`src/rtl/bg_scroll_flash_draw.sv`:
```
// rtl/bg_scroll_flash_draw.sv - VGA background layer: sky, border bands, scrolling striped ground, flashing borders
module bg_scroll_flash_draw #(
  parameter int         X_FRAME       = 640,
  parameter int         Y_FRAME       = 480,
  parameter int         TOP_BAND_H    = 8,
  parameter int         FLOOR_Y       = 411,
  parameter int         FLOOR_H       = 8,
  parameter int         STRIPE_PERIOD = 32,
  parameter int         FLASH_FRAMES  = 16,
  parameter logic [7:0] SKY_RGB       = 8'h9F,
  parameter logic [7:0] BORDER_RGB    = 8'h1F,
  parameter logic [7:0] FLASH_RGB     = 8'hE0,
  parameter logic [7:0] GROUND_A_RGB  = 8'h4C,
  parameter logic [7:0] GROUND_B_RGB  = 8'h28
) (
  input  logic        clk,
  input  logic        resetN,
  input  logic [10:0] pixelX,
  input  logic [10:0] pixelY,
  input  logic        startOfFrame,
  input  logic        scrollEn,
  input  logic [3:0]  scrollSpeed,
  input  logic        flashReq,
  output logic [7:0]  BG_RGB,
  output logic        boardersDrawReq,
  output logic        flashActive
);

  localparam int SW = $clog2(STRIPE_PERIOD);
  localparam int CW = $clog2(FLASH_FRAMES + 1);
  // Phase bit of the flash counter; falls back to the MSB for tiny counters.
  localparam int PB = (CW > 2) ? 2 : CW - 1;

  localparam logic [10:0] X_LIM     = 11'(X_FRAME);
  localparam logic [10:0] Y_LIM     = 11'(Y_FRAME);
  localparam logic [10:0] TOP_LIM   = 11'(TOP_BAND_H);
  localparam logic [10:0] FLOOR_LO  = 11'(FLOOR_Y);
  localparam logic [10:0] GROUND_LO = 11'(FLOOR_Y + FLOOR_H);
  localparam logic [CW-1:0] CNT_LOAD = CW'(FLASH_FRAMES);
  localparam logic [CW-1:0] CNT_ONE  = CW'(1);

  typedef enum logic {IDLE, FLASH} state_t;

  state_t        state;
  logic [CW-1:0] flash_cnt;
  logic [SW-1:0] scroll_off;
  logic [SW-1:0] stripe_pos;
  logic [7:0]    border_col;
  logic [7:0]    ground_col;
  logic          outside, in_border, in_ground;

  always_ff @(posedge clk or negedge resetN) begin
    if (!resetN) begin
      scroll_off <= '0;
    end else if (startOfFrame && scrollEn) begin
      scroll_off <= scroll_off + SW'(scrollSpeed);
    end
  end

  // A retrigger reloads the counter even on the frame that would end the flash.
  always_ff @(posedge clk or negedge resetN) begin
    if (!resetN) begin
      state       <= IDLE;
      flash_cnt   <= '0;
      flashActive <= 1'b0;
    end else begin
      case (state)
        IDLE: begin
          if (flashReq) begin
            state       <= FLASH;
            flash_cnt   <= CNT_LOAD;
            flashActive <= 1'b1;
          end
        end
        FLASH: begin
          if (flashReq) begin
            flash_cnt <= CNT_LOAD;
          end else if (startOfFrame) begin
            if (flash_cnt <= CNT_ONE) begin
              state       <= IDLE;
              flash_cnt   <= '0;
              flashActive <= 1'b0;
            end else begin
              flash_cnt <= flash_cnt - CNT_ONE;
            end
          end
        end
        default: begin
          state       <= IDLE;
          flash_cnt   <= '0;
          flashActive <= 1'b0;
        end
      endcase
    end
  end

  always_comb begin
    border_col = BORDER_RGB;
    if (state == FLASH && !flash_cnt[PB]) begin
      border_col = FLASH_RGB;
    end
  end

  assign stripe_pos = pixelX[SW-1:0] + scroll_off;
  assign ground_col = stripe_pos[SW-1] ? GROUND_B_RGB : GROUND_A_RGB;

  assign outside   = (pixelX >= X_LIM) || (pixelY >= Y_LIM);
  assign in_border = (pixelY < TOP_LIM) || ((pixelY >= FLOOR_LO) && (pixelY < GROUND_LO));
  assign in_ground = (pixelY >= GROUND_LO);

  always_ff @(posedge clk or negedge resetN) begin
    if (!resetN) begin
      BG_RGB          <= 8'h00;
      boardersDrawReq <= 1'b0;
    end else if (outside) begin
      BG_RGB          <= 8'h00;
      boardersDrawReq <= 1'b0;
    end else if (in_border) begin
      BG_RGB          <= border_col;
      boardersDrawReq <= 1'b1;
    end else if (in_ground) begin
      BG_RGB          <= ground_col;
      boardersDrawReq <= 1'b0;
    end else begin
      BG_RGB          <= SKY_RGB;
      boardersDrawReq <= 1'b0;
    end
  end

endmodule

```
`config.mk`:
```
export PLATFORM = sky130hd
export DESIGN_NAME = bg_scroll_flash_draw
export DESIGN_NICKNAME = d
export VERILOG_FILES = /design/src/rtl/bg_scroll_flash_draw.sv
export SDC_FILE = /design/constraint.sdc
export NUM_CORES = 1
export LEC_CHECK = 0
export BUFFER_PORTS_ARGS = -buffer_cell sky130_fd_sc_hd__buf_4
export CAP_MARGIN = 20
export CORE_UTILIZATION = 49
export DETAILED_ROUTE_END_ITERATION = 10
export PLACE_DENSITY = 0.79
export SYNTH_ARGS = -nofsm -noshare
export SYNTH_HDL_FRONTEND = slang
export SYNTH_SLANG_ARGS = --single-unit
```
`constraint.sdc`:
```
create_clock -name clk -period 1.9 [get_ports clk]
set_input_delay 0.19 -clock clk [delete_from_list [all_inputs] [get_ports clk]]
set_output_delay 0.19 -clock clk [all_outputs]
set_load 0.005 [all_outputs]
```
==> results.py, run 1 <==
metrics = {
    "yosys": {
        "avgSynthCellArea_sq_um": 10.18,
        "yosysTopAreaCellShare": 0.4135,
        "synth_common_cells": "dfrtp_1 (19), ha_1 (9), nand2_1 (9)",
        "yosys-top-cells-area": "dfrtp_1 (41%), ha_1 (9.8%), or3_1 (3.3%)",
        "yosysMostFrequentCell": "dfrtp_1",
        "synth_async_sr_flop_share": 1.000,
        "synthCells": 113,
        "ys_types": 40,
        "synth_nets": 154,
        "yosysWarnings": 0,
        "postSynth.topFlopCell": "dfrtp_1",
        "ys_seq_area_frac": 0.4135,
        "syn-cell-area_sq_um": 1150,
        "yosysTopAreaCell": "dfrtp_1",
        "synth_edf_count": 0,
        "ys_ff_latch": 19,
    },
    "detailed_routing": {
        "wirelength_microns": 2400,
        "dr.pass1.iters": 4,
        "drt-vias-per-instance": 5.648,
        "post_drt_wl_per_cell_microns": 13.19,
        "ant_nets": 0,
        "drc": 0,
        "drtIter0Drc": 14,
        "vias": 1028,
    },
    "critical_path": {
        "max_stage_delay_ps": 420,
        "path_class": "flip-flop to flip-flop",
        "start_kind": "flip-flop",
        "critPathArrivalTime_ps": 1900,
        "r2r_cells": 6,
        "critPathCaptureType": "flip-flop",
        "worstReg2RegStart": "scroll_off[0]",
        "rr_endpoint": "scroll_off[4]",
        "slowest_stage": "dfrtp_1",
        "rrSetupSlack_ps": 180,
        "crit_chain": "ha_1 > fa_1 > a21o_1 > a21oi_1 > nor2_1 > xor2_1",
        "crit_fanout": 3,
        "worstPathRequired_ps": 2080,
    },
    "die": {
        "coreArea_sq_um": 2212,
        "rows": 17,
        "start_util": 0.5198,
        "die_w_microns": 50.44,
        "dieArea_sq_um": 2544,
        "die-height_microns": 50.44,
        "boundaryPins": 41,
    },
    "global_route": {
        "antenna_found_initial": 0,
        "grt_overflow": 0,
        "grt_max_degree": 20,
        "grt_pass1_vias": 955,
        "grt_pass1_wl_microns": 3988,
        "track_usage": 0.2069,
    },
    "clock_tree": {
        "clockRootBuffer": "clkbuf_4",
        "cts_setup_buffers": 0,
        "cts_hold_buf": 1,
        "clk_pin_slew_worst_paths_ps": 110,
        "clock-sinks": 19,
        "htreeDepth": 1,
        "numCtsBuffers": 3,
        "ctsResizeCount": 0,
        "clock_latency_ps": 290,
        "clockBufferDepth": 2,
        "cts_tree": "done",
    },
    "layout": {
        "instances_no_fill": 182,
        "areaGrowthSynthToFinish_pct": 29.71,
        "diodes": 0,
        "finalNetCount": 196,
        "final_layout_size_suffix_gt1_frac": 0.3247,
        "nFillCells": 204,
    },
    "sta": {
        "fin_crit_sh": 0.9050,
        "skew_ps": 6.244,
        "hold_violations": 0,
        "maxSlewHeadroom": 0.7599,
        "finalSetupViolations": 0,
        "max_clock_freq_mhz": 581.6,
        "worst_pin_slew_ps": 356.9,
        "rsz0062_at_grt": "no",
        "period_minus_slack_ps": 1719,
        "fin_setup_tns_ps": 0,
        "slew_viol_final": 0,
    },
    "power": {
        "p_leak_nw": 0.7110,
        "power_density_nw_per_um2": 850.8,
        "ir_drop_v": 0.0006436,
    },
    "place": {
        "dp_cells": 177,
        "place_congestion": 0.8318,
        "hpwl_microns": 1965,
        "io_buffers": 38,
    },
    "min_path": {
        "hold-path-cell-count": 2,
        "min_to": "flash_cnt[1]",
        "hold_path_class": "input pin to flip-flop",
        "hold_path.startpoint": "flashReq",
    },
    "run_status": {
        "status": "finished clean",
    },
    "flow_run": {
        "drv_cap": 0,
    },
}
## placed cells by master, fill, tap and decap left out, types with 3 or more instances in the layout
master	Yosys	final
a21o_1	4	4
clkbuf_4	0	3
dfrtp_1	19	19
inv_1	3	3
o31ai_1	3	3
or3_1	6	6
o21ai_0	4	4
xnor2_1	3	3
a21oi_1	7	7
nand2_1	9	9
nor2_1	6	6
buf_4	2	38
nor3_1	5	5
ha_1	9	9
## how the worst max path moves through the flow
| stage | depth (start not counted) | endpoint | start | slack [ps] |
|---|---|---|---|---|
| 2_1_floorplan | 6 | scroll_off[4] | scroll_off[0] | 320 |
| 3_3_place_gp | 6 | scroll_off[4] | scroll_off[0] | 250 |
| 3_5_place_dp | 6 | scroll_off[4] | scroll_off[0] | 180 |
| 4_1_cts | 6 | scroll_off[4] | scroll_off[0] | 160 |
| 5_1_grt | 6 | scroll_off[4] | scroll_off[0] | 100 |
| 6_report | 6 | scroll_off[4] | scroll_off[0] | 180 |
## worst max-delay path, delay by kind of cell (launching register included)
kind	cells	cell delay (ps)
AO/OA/AOI/OAI	2	340
XOR/XNOR	1	140
adder cells (fa/ha/maj)	2	650
flip-flops	1	420
AND/OR/NAND/NOR	1	60
## metal layers
metal | track usage | routed length (microns)
met1 | 0.2703 | 1072
met2 | 0.3556 | 1193
met3 | 0.02727 | 85
met4 | 0.06019 | 48
met5 | 0 | 0
## area by class of cell
type                    count  area (sq um)  share of cell area
multi-input cells          89         648.1              0.4346
flip-flops and latches     19         475.5              0.3188
repair buffers             39         295.3              0.1980
well taps                  28         35.03             0.02349
clock buffers               4         26.28             0.01762
inverters                   3         11.26            0.007550
## registers in the layout, indices dropped and copies added, names as in the netlist
| register | flops |
|---|---|
| BG_RGB | 6 |
| state | 1 |
| scroll_off | 5 |
| flashActive | 1 |
| boardersDrawReq | 1 |
| flash_cnt | 5 |
## cells by family after synthesis
group / Yosys count / synth area share
compound gates: 30 / 0.1839
xor+xnor: 5 / 0.03809
fa+ha+maj: 10 / 0.1153
buf+inv: 5 / 0.02285
flops: 19 / 0.4135
mux: 3 / 0.02829
simple gates: 41 / 0.1981
## report_power, final
group | switching [mW] | internal, mW | total [mW]
registers | 0.0803 | 0.485 | 0.565
logic | 0.238 | 0.265 | 0.503
clock network | 0.119 | 0.0814 | 0.200
total | 0.438 | 0.831 | 1.27
## metrics by stage
step	setup WS, ps	cell area, sq um	hold slack [ps]	util	total power, mW
after floorplan	324.3	1150	-105.6	-	0.8984
after CTS	162.6	1491	95.50	0.6742	1.279
final	180.5	1491	107.1	0.6742	1.269
after global routing	95.97	1491	106.4	0.6742	1.372
after detailed placement	180.3	1455	74.72	0.6578	1.076
after global placement	253.2	1455	73.63	0.6578	1.030
Note: power is estimated with default switching activity, not from simulation.
==> run 2, diff against run 1 <==
--- a/config.mk
+++ b/config.mk
@@ -7,9 +7,11 @@
 export LEC_CHECK = 0
 export BUFFER_PORTS_ARGS = -buffer_cell sky130_fd_sc_hd__buf_4
 export CAP_MARGIN = 20
+export CORE_ASPECT_RATIO = 0.7
 export CORE_UTILIZATION = 49
 export DETAILED_ROUTE_END_ITERATION = 10
 export PLACE_DENSITY = 0.79
+export REMOVE_ABC_BUFFERS = 1
 export SYNTH_ARGS = -nofsm -noshare
 export SYNTH_HDL_FRONTEND = slang
 export SYNTH_SLANG_ARGS = --single-unit
==> run 2 against run 1 <==
  * Core utilization grew 0.92 points
  * Largest cell class unchanged
  * Critical path depth is the same
  * Flip-flop and latch count is the same
==> results.py, run 2 (synthesis results as in run 1) <==
metrics = {
    "detailed_routing": {
        "drtIter0Drc": 35,
        "wirelength_microns": 2552,
        "vias": 1020,
        "ant_nets": 0,
        "dr.pass1.iters": 4,
        "drc": 0,
        "drt-vias-per-instance": 5.484,
        "post_drt_wl_per_cell_microns": 13.72,
    },
    "power": {
        "total_power_mw": 1.282,
        "power_density_nw_per_um2": 857.0,
        "ir_drop_v": 0.0007302,
        "p_leak_nw": 0.7110,
    },
    "sta": {
        "hold_violations": 0,
        "max_clock_freq_mhz": 581.0,
        "maxSlewHeadroom": 0.7708,
        "rsz0062_at_grt": "no",
        "fin_setup_tns_ps": 0,
        "setup_ws_ps": 178.7,
        "finalSetupViolations": 0,
        "skew_ps": 5.240,
        "slew_viol_final": 0,
        "worst_pin_slew_ps": 340.7,
        "fin_crit_sh": 0.9060,
        "period_minus_slack_ps": 1721,
    },
    "clock_tree": {
        "htreeDepth": 1,
        "cts_hold_buf": 1,
        "clockRootBuffer": "clkbuf_4",
        "cts_tree": "done",
        "clock_latency_ps": 300,
        "ctsResizeCount": 0,
        "clockBufferDepth": 2,
        "cts_setup_buffers": 0,
        "numCtsBuffers": 3,
        "clock-sinks": 19,
        "clk_pin_slew_worst_paths_ps": 110,
    },
    "layout": {
        "diodes": 0,
        "layout.cells.most_common_list": "buf_4 (38), dfrtp_1 (19), nand2_1 (9), ha_1 (9), a21oi_1 (7)",
        "instances_no_fill": 186,
        "reg_top3": "BG_RGB: 6 flops, flash_cnt: 5 flops, scroll_off: 5 flops",
        "areaGrowthSynthToFinish_pct": 30.14,
        "nFillCells": 179,
        "regMostFlops": "BG_RGB",
        "finalNetCount": 196,
        "largest_register_ffs": 6,
        "final_layout_size_suffix_gt1_frac": 0.3247,
        "final_util": 0.6834,
        "final_common_cell": "buf_4",
    },
    "die": {
        "die-height_microns": 42.53,
        "dieArea_sq_um": 2548,
        "boundaryPins": 41,
        "start_util": 0.5251,
        "rows": 14,
        "coreArea_sq_um": 2190,
        "die_w_microns": 59.90,
    },
    "global_route": {
        "grt_overflow": 0,
        "track_usage": 0.2271,
        "grt_max_degree": 20,
        "grt_pass1_vias": 1001,
        "met1_usage": 0.2902,
        "use_met3": 0.05864,
        "grt_pass1_wl_microns": 4291,
        "grt.busiest_layer": "met2",
        "antenna_found_initial": 0,
        "gr-usage-met2": 0.3867,
    },
    "critical_path": {
        "critPathArrivalTime_ps": 1910,
        "critPathCaptureType": "flip-flop",
        "worstReg2RegStart": "scroll_off[0]",
        "worstPathRequired_ps": 2090,
        "crit_path_start": "scroll_off[0]",
        "start_kind": "flip-flop",
        "crit_fanout": 3,
        "path_class": "flip-flop to flip-flop",
    },
    "place": {
        "dp_cells": 181,
        "place_ws_ps": 195.9,
        "place_congestion": 0.7727,
        "io_buffers": 38,
        "hpwl_microns": 2096,
    },
    "min_path": {
        "hold_path_class": "input pin to flip-flop",
        "hold_path.startpoint": "flashReq",
    },
    "flow_run": {
        "drv_cap": 0,
    },
    "run_status": {
        "status": "finished clean",
    },
}
[run 2: cell counts in the layout (fill, tap and decap cells not counted)]
No cell type changed its count.
[run 2: per-stage QoR]
| stage | hold WS [ps] | instance area (sq um) |
|---|---|---|
| CTS | 84.71 | 1496 |
| finish | 87.60 | 1496 |
| global route | 87.88 | 1496 |
| floorplan | -105.6 | 1135 |
| detailed placement | 80.92 | 1460 |
| global placement | 73.76 | 1460 |
[run 2: power by group]
group	internal (mW)	total, mW	leakage [nW]	switching (mW)
clock network	0.0818	0.209	0.0150	0.127
logic	0.265	0.508	0.454	0.244
registers	0.485	0.565	0.242	0.0804
[run 2: metal layers]
| metal | wire length (microns) | vias up |
|---|---|---|
| met5 | 0 | - |
| met4 | 37 | 0 |
| met3 | 86 | 4 |
| met2 | 1288 | 25 |
| met1 | 1139 | 484 |
| li1 | - | 507 |
[run 2: area by class of cell]
| cell class | count | area [sq um] | area share |
|---|---|---|---|
| Sequential cell | 19 | 475.5 | 0.3177 |
| Tap cell | 32 | 40.04 | 0.02676 |
| Clock buffer | 4 | 26.28 | 0.01756 |
| Multi-Input combinational cell | 89 | 648.1 | 0.4331 |
| Inverter | 3 | 11.26 | 0.007525 |
| Timing Repair Buffer | 39 | 295.3 | 0.1973 |
[run 2: worst paths after layout]
| kind | cells after the start | end | slack (ps) |
|---|---|---|---|
| worst min register to register | 1 | flash_cnt[4] | 520 |
| max in group asynchronous | 2 | BG_RGB[2] | 1410 |
| min in group asynchronous | 2 | flash_cnt[0] | 290 |
| worst max register to register | 6 | scroll_off[4] | 180 |
| worst max-delay path | 6 | scroll_off[4] | 180 |
| worst min-delay path | 2 | flash_cnt[2] | 90 |
[run 2: worst max-delay path: stages (launching register included)]
cell and delay, ps:
dfrtp_1 410, ha_1 220, fa_1 430, a21o_1 200, a21oi_1 140, nor2_1 70, xor2_1 150
==> run 3, diff against run 2 <==
--- a/config.mk
+++ b/config.mk
@@ -5,7 +5,7 @@
 export SDC_FILE = /design/constraint.sdc
 export NUM_CORES = 1
 export LEC_CHECK = 0
-export BUFFER_PORTS_ARGS = -buffer_cell sky130_fd_sc_hd__buf_4
+export BUFFER_PORTS_ARGS = -buffer_cell sky130_fd_sc_hd__buf_2
 export CAP_MARGIN = 20
 export CORE_ASPECT_RATIO = 0.7
 export CORE_UTILIZATION = 49
==> run 3 against run 2 <==
  * Hold slack better by 47 ps
  * Critical endpoint is now BG_RGB[5]
  * First-iteration DRC count is 8.6% higher
  * Largest cell class unchanged
  * Non-clock buffer count stayed put
  * Critical path type unchanged
  * Combinational power is 8.7% lower
==> results.py, run 3 (synthesis results as in run 1) <==
metrics = {
    "detailed_routing": {
        "drt-vias-per-instance": 5.430,
        "drc": 0,
        "ant_nets": 0,
        "dr.pass1.iters": 4,
        "post_drt_wl_per_cell_microns": 13.09,
        "drtIter0Drc": 38,
        "vias": 1010,
        "wirelength_microns": 2434,
    },
    "min_path": {
        "hold_path_class": "input pin to flip-flop",
        "hold_path.startpoint": "flashReq",
        "hold-path-cell-count": 2,
        "min_to": "flash_cnt[0]",
    },
    "place": {
        "io_buffers": 38,
        "dp_cells": 181,
        "place_area_sq_um": 1365,
        "hpwl_microns": 1967,
        "place_congestion": 0.7767,
    },
    "global_route": {
        "grt.busiest_layer": "met2",
        "grt_overflow": 0,
        "met1_usage": 0.2554,
        "grt_max_degree": 20,
        "use_met3": 0.06173,
        "antenna_found_initial": 0,
        "track_usage": 0.2241,
        "grt_pass1_vias": 982,
        "grt_pass1_wl_microns": 4209,
        "gr-usage-met2": 0.4244,
    },
    "critical_path": {
        "path_class": "flip-flop to flip-flop",
        "slowest_stage": "dfrtp_1",
        "critPathCaptureType": "flip-flop",
        "worstPathRequired_ps": 2130,
        "rrSetupSlack_ps": 230,
        "cpLargestDelayFamily": "compound AO/OA/AOI/OAI gates",
        "r2r_cells": 5,
        "worst-path-buf-inv": 0,
        "rr_endpoint": "BG_RGB[5]",
        "start_kind": "flip-flop",
        "worstReg2RegStart": "scroll_off[1]",
        "max_stage_delay_ps": 440,
        "crit_fanout": 4,
        "worst-path-stages": 5,
        "crit_chain": "ha_1 > a311oi_1 > o21bai_1 > xnor2_1 > a31o_1",
        "critPathArrivalTime_ps": 1900,
    },
    "clock_tree": {
        "numCtsBuffers": 3,
        "htreeDepth": 1,
        "clock_latency_ps": 290,
        "cts_tree": "done",
        "cts_setup_buffers": 0,
        "clockBufferDepth": 2,
        "clock-sinks": 19,
        "clockRootBuffer": "clkbuf_4",
        "clk_pin_slew_worst_paths_ps": 100,
    },
    "sta": {
        "max_clock_freq_mhz": 598.1,
        "fin_crit_sh": 0.8800,
        "fin_setup_tns_ps": 0,
        "hold_violations": 0,
        "worst_pin_slew_ps": 426.9,
        "rsz0062_at_grt": "no",
        "whs_ps": 134.8,
        "skew_ps": 4.359,
        "slew_viol_final": 0,
        "finalSetupViolations": 0,
        "period_minus_slack_ps": 1672,
        "maxSlewHeadroom": 0.7154,
    },
    "die": {
        "die_w_microns": 59.90,
        "rows": 14,
        "boundaryPins": 41,
        "start_util": 0.5251,
        "die-height_microns": 42.53,
        "dieArea_sq_um": 2548,
        "coreArea_sq_um": 2190,
    },
    "layout": {
        "areaGrowthSynthToFinish_pct": 21.87,
        "finalNetCount": 196,
        "diodes": 0,
        "final_common_cell": "buf_2",
        "instances_no_fill": 186,
        "largest_register_ffs": 6,
        "reg_top3": "BG_RGB: 6 flops, flash_cnt: 5 flops, scroll_off: 5 flops",
        "final_layout_size_suffix_gt1_frac": 0.3247,
        "regMostFlops": "BG_RGB",
        "layout.cells.most_common_list": "buf_2 (38), dfrtp_1 (19), nand2_1 (9), ha_1 (9), a21oi_1 (7)",
        "final_area_sq_um": 1401,
    },
    "power": {
        "power_density_nw_per_um2": 877.0,
        "p_leak_nw": 0.6875,
        "ir_drop_v": 0.0006013,
    },
    "flow_run": {
        "drv_cap": 0,
    },
    "run_status": {
        "status": "finished clean",
    },
}
[run 3: cell counts in the layout (fill, tap and decap cells not counted)]
Identical to the previous run, type by type.
[run 3: repair_timing]
action                                  4_1_cts  5_1_grt
endpoints found under the hold margin        19        0
gates resized for setup                       0        0
endpoints found under the setup margin        0        0
hold buffers                                  1        0
[run 3: layer usage]
metal / vias up / share of wire
met4: 0 / 0
met3: 0 / 0.034
li1: 507 / -
met5: - / 0
met2: 16 / 0.53
met1: 487 / 0.43
[run 3: report_power, final]
| group | switching, mW | leakage, nW | internal, mW |
|---|---|---|---|
| sequential | 0.0804 | 0.242 | 0.485 |
| combinational | 0.226 | 0.430 | 0.238 |
| clock | 0.117 | 0.0150 | 0.0816 |
[run 3: per-stage QoR]
| step | setup WS (ps) | total power, mW | utilization |
|---|---|---|---|
| 2_1_floorplan | 324.3 | 0.8978 | - |
| 3_3_place_gp | 267.1 | 1.007 | 0.6234 |
| 3_5_place_dp | 229.6 | 1.039 | 0.6234 |
| 4_1_cts | 215.2 | 1.246 | 0.6400 |
| 5_1_grt | 121.4 | 1.346 | 0.6400 |
| 6_report | 228.1 | 1.229 | 0.6400 |
[run 3: area by class of cell]
cell class / instances / area [sq um]
sequential: 19 / 475.5
clock buffer: 4 / 26.28
fill: 195 / 788.3
tap: 32 / 40.04
inverter: 3 / 11.26
multi-input combinational: 89 / 648.1
timing repair buffer: 39 / 200.2
[run 3: worst max-delay path by stage]
stage	from	endpoint	slack [ps]
6_report	scroll_off[1]	BG_RGB[5]	230
5_1_grt	scroll_off[0]	scroll_off[4]	120
4_1_cts	scroll_off[0]	scroll_off[4]	220
3_5_place_dp	scroll_off[0]	scroll_off[4]	230
3_3_place_gp	scroll_off[0]	scroll_off[4]	270
2_1_floorplan	scroll_off[0]	scroll_off[4]	320
[run 3: worst register-to-register path: stages, from the launching register on]
cell      delay [ps]
dfrtp_1          440
ha_1             290
a311oi_1         280
o21bai_1         120
xnor2_1          280
a31o_1           200
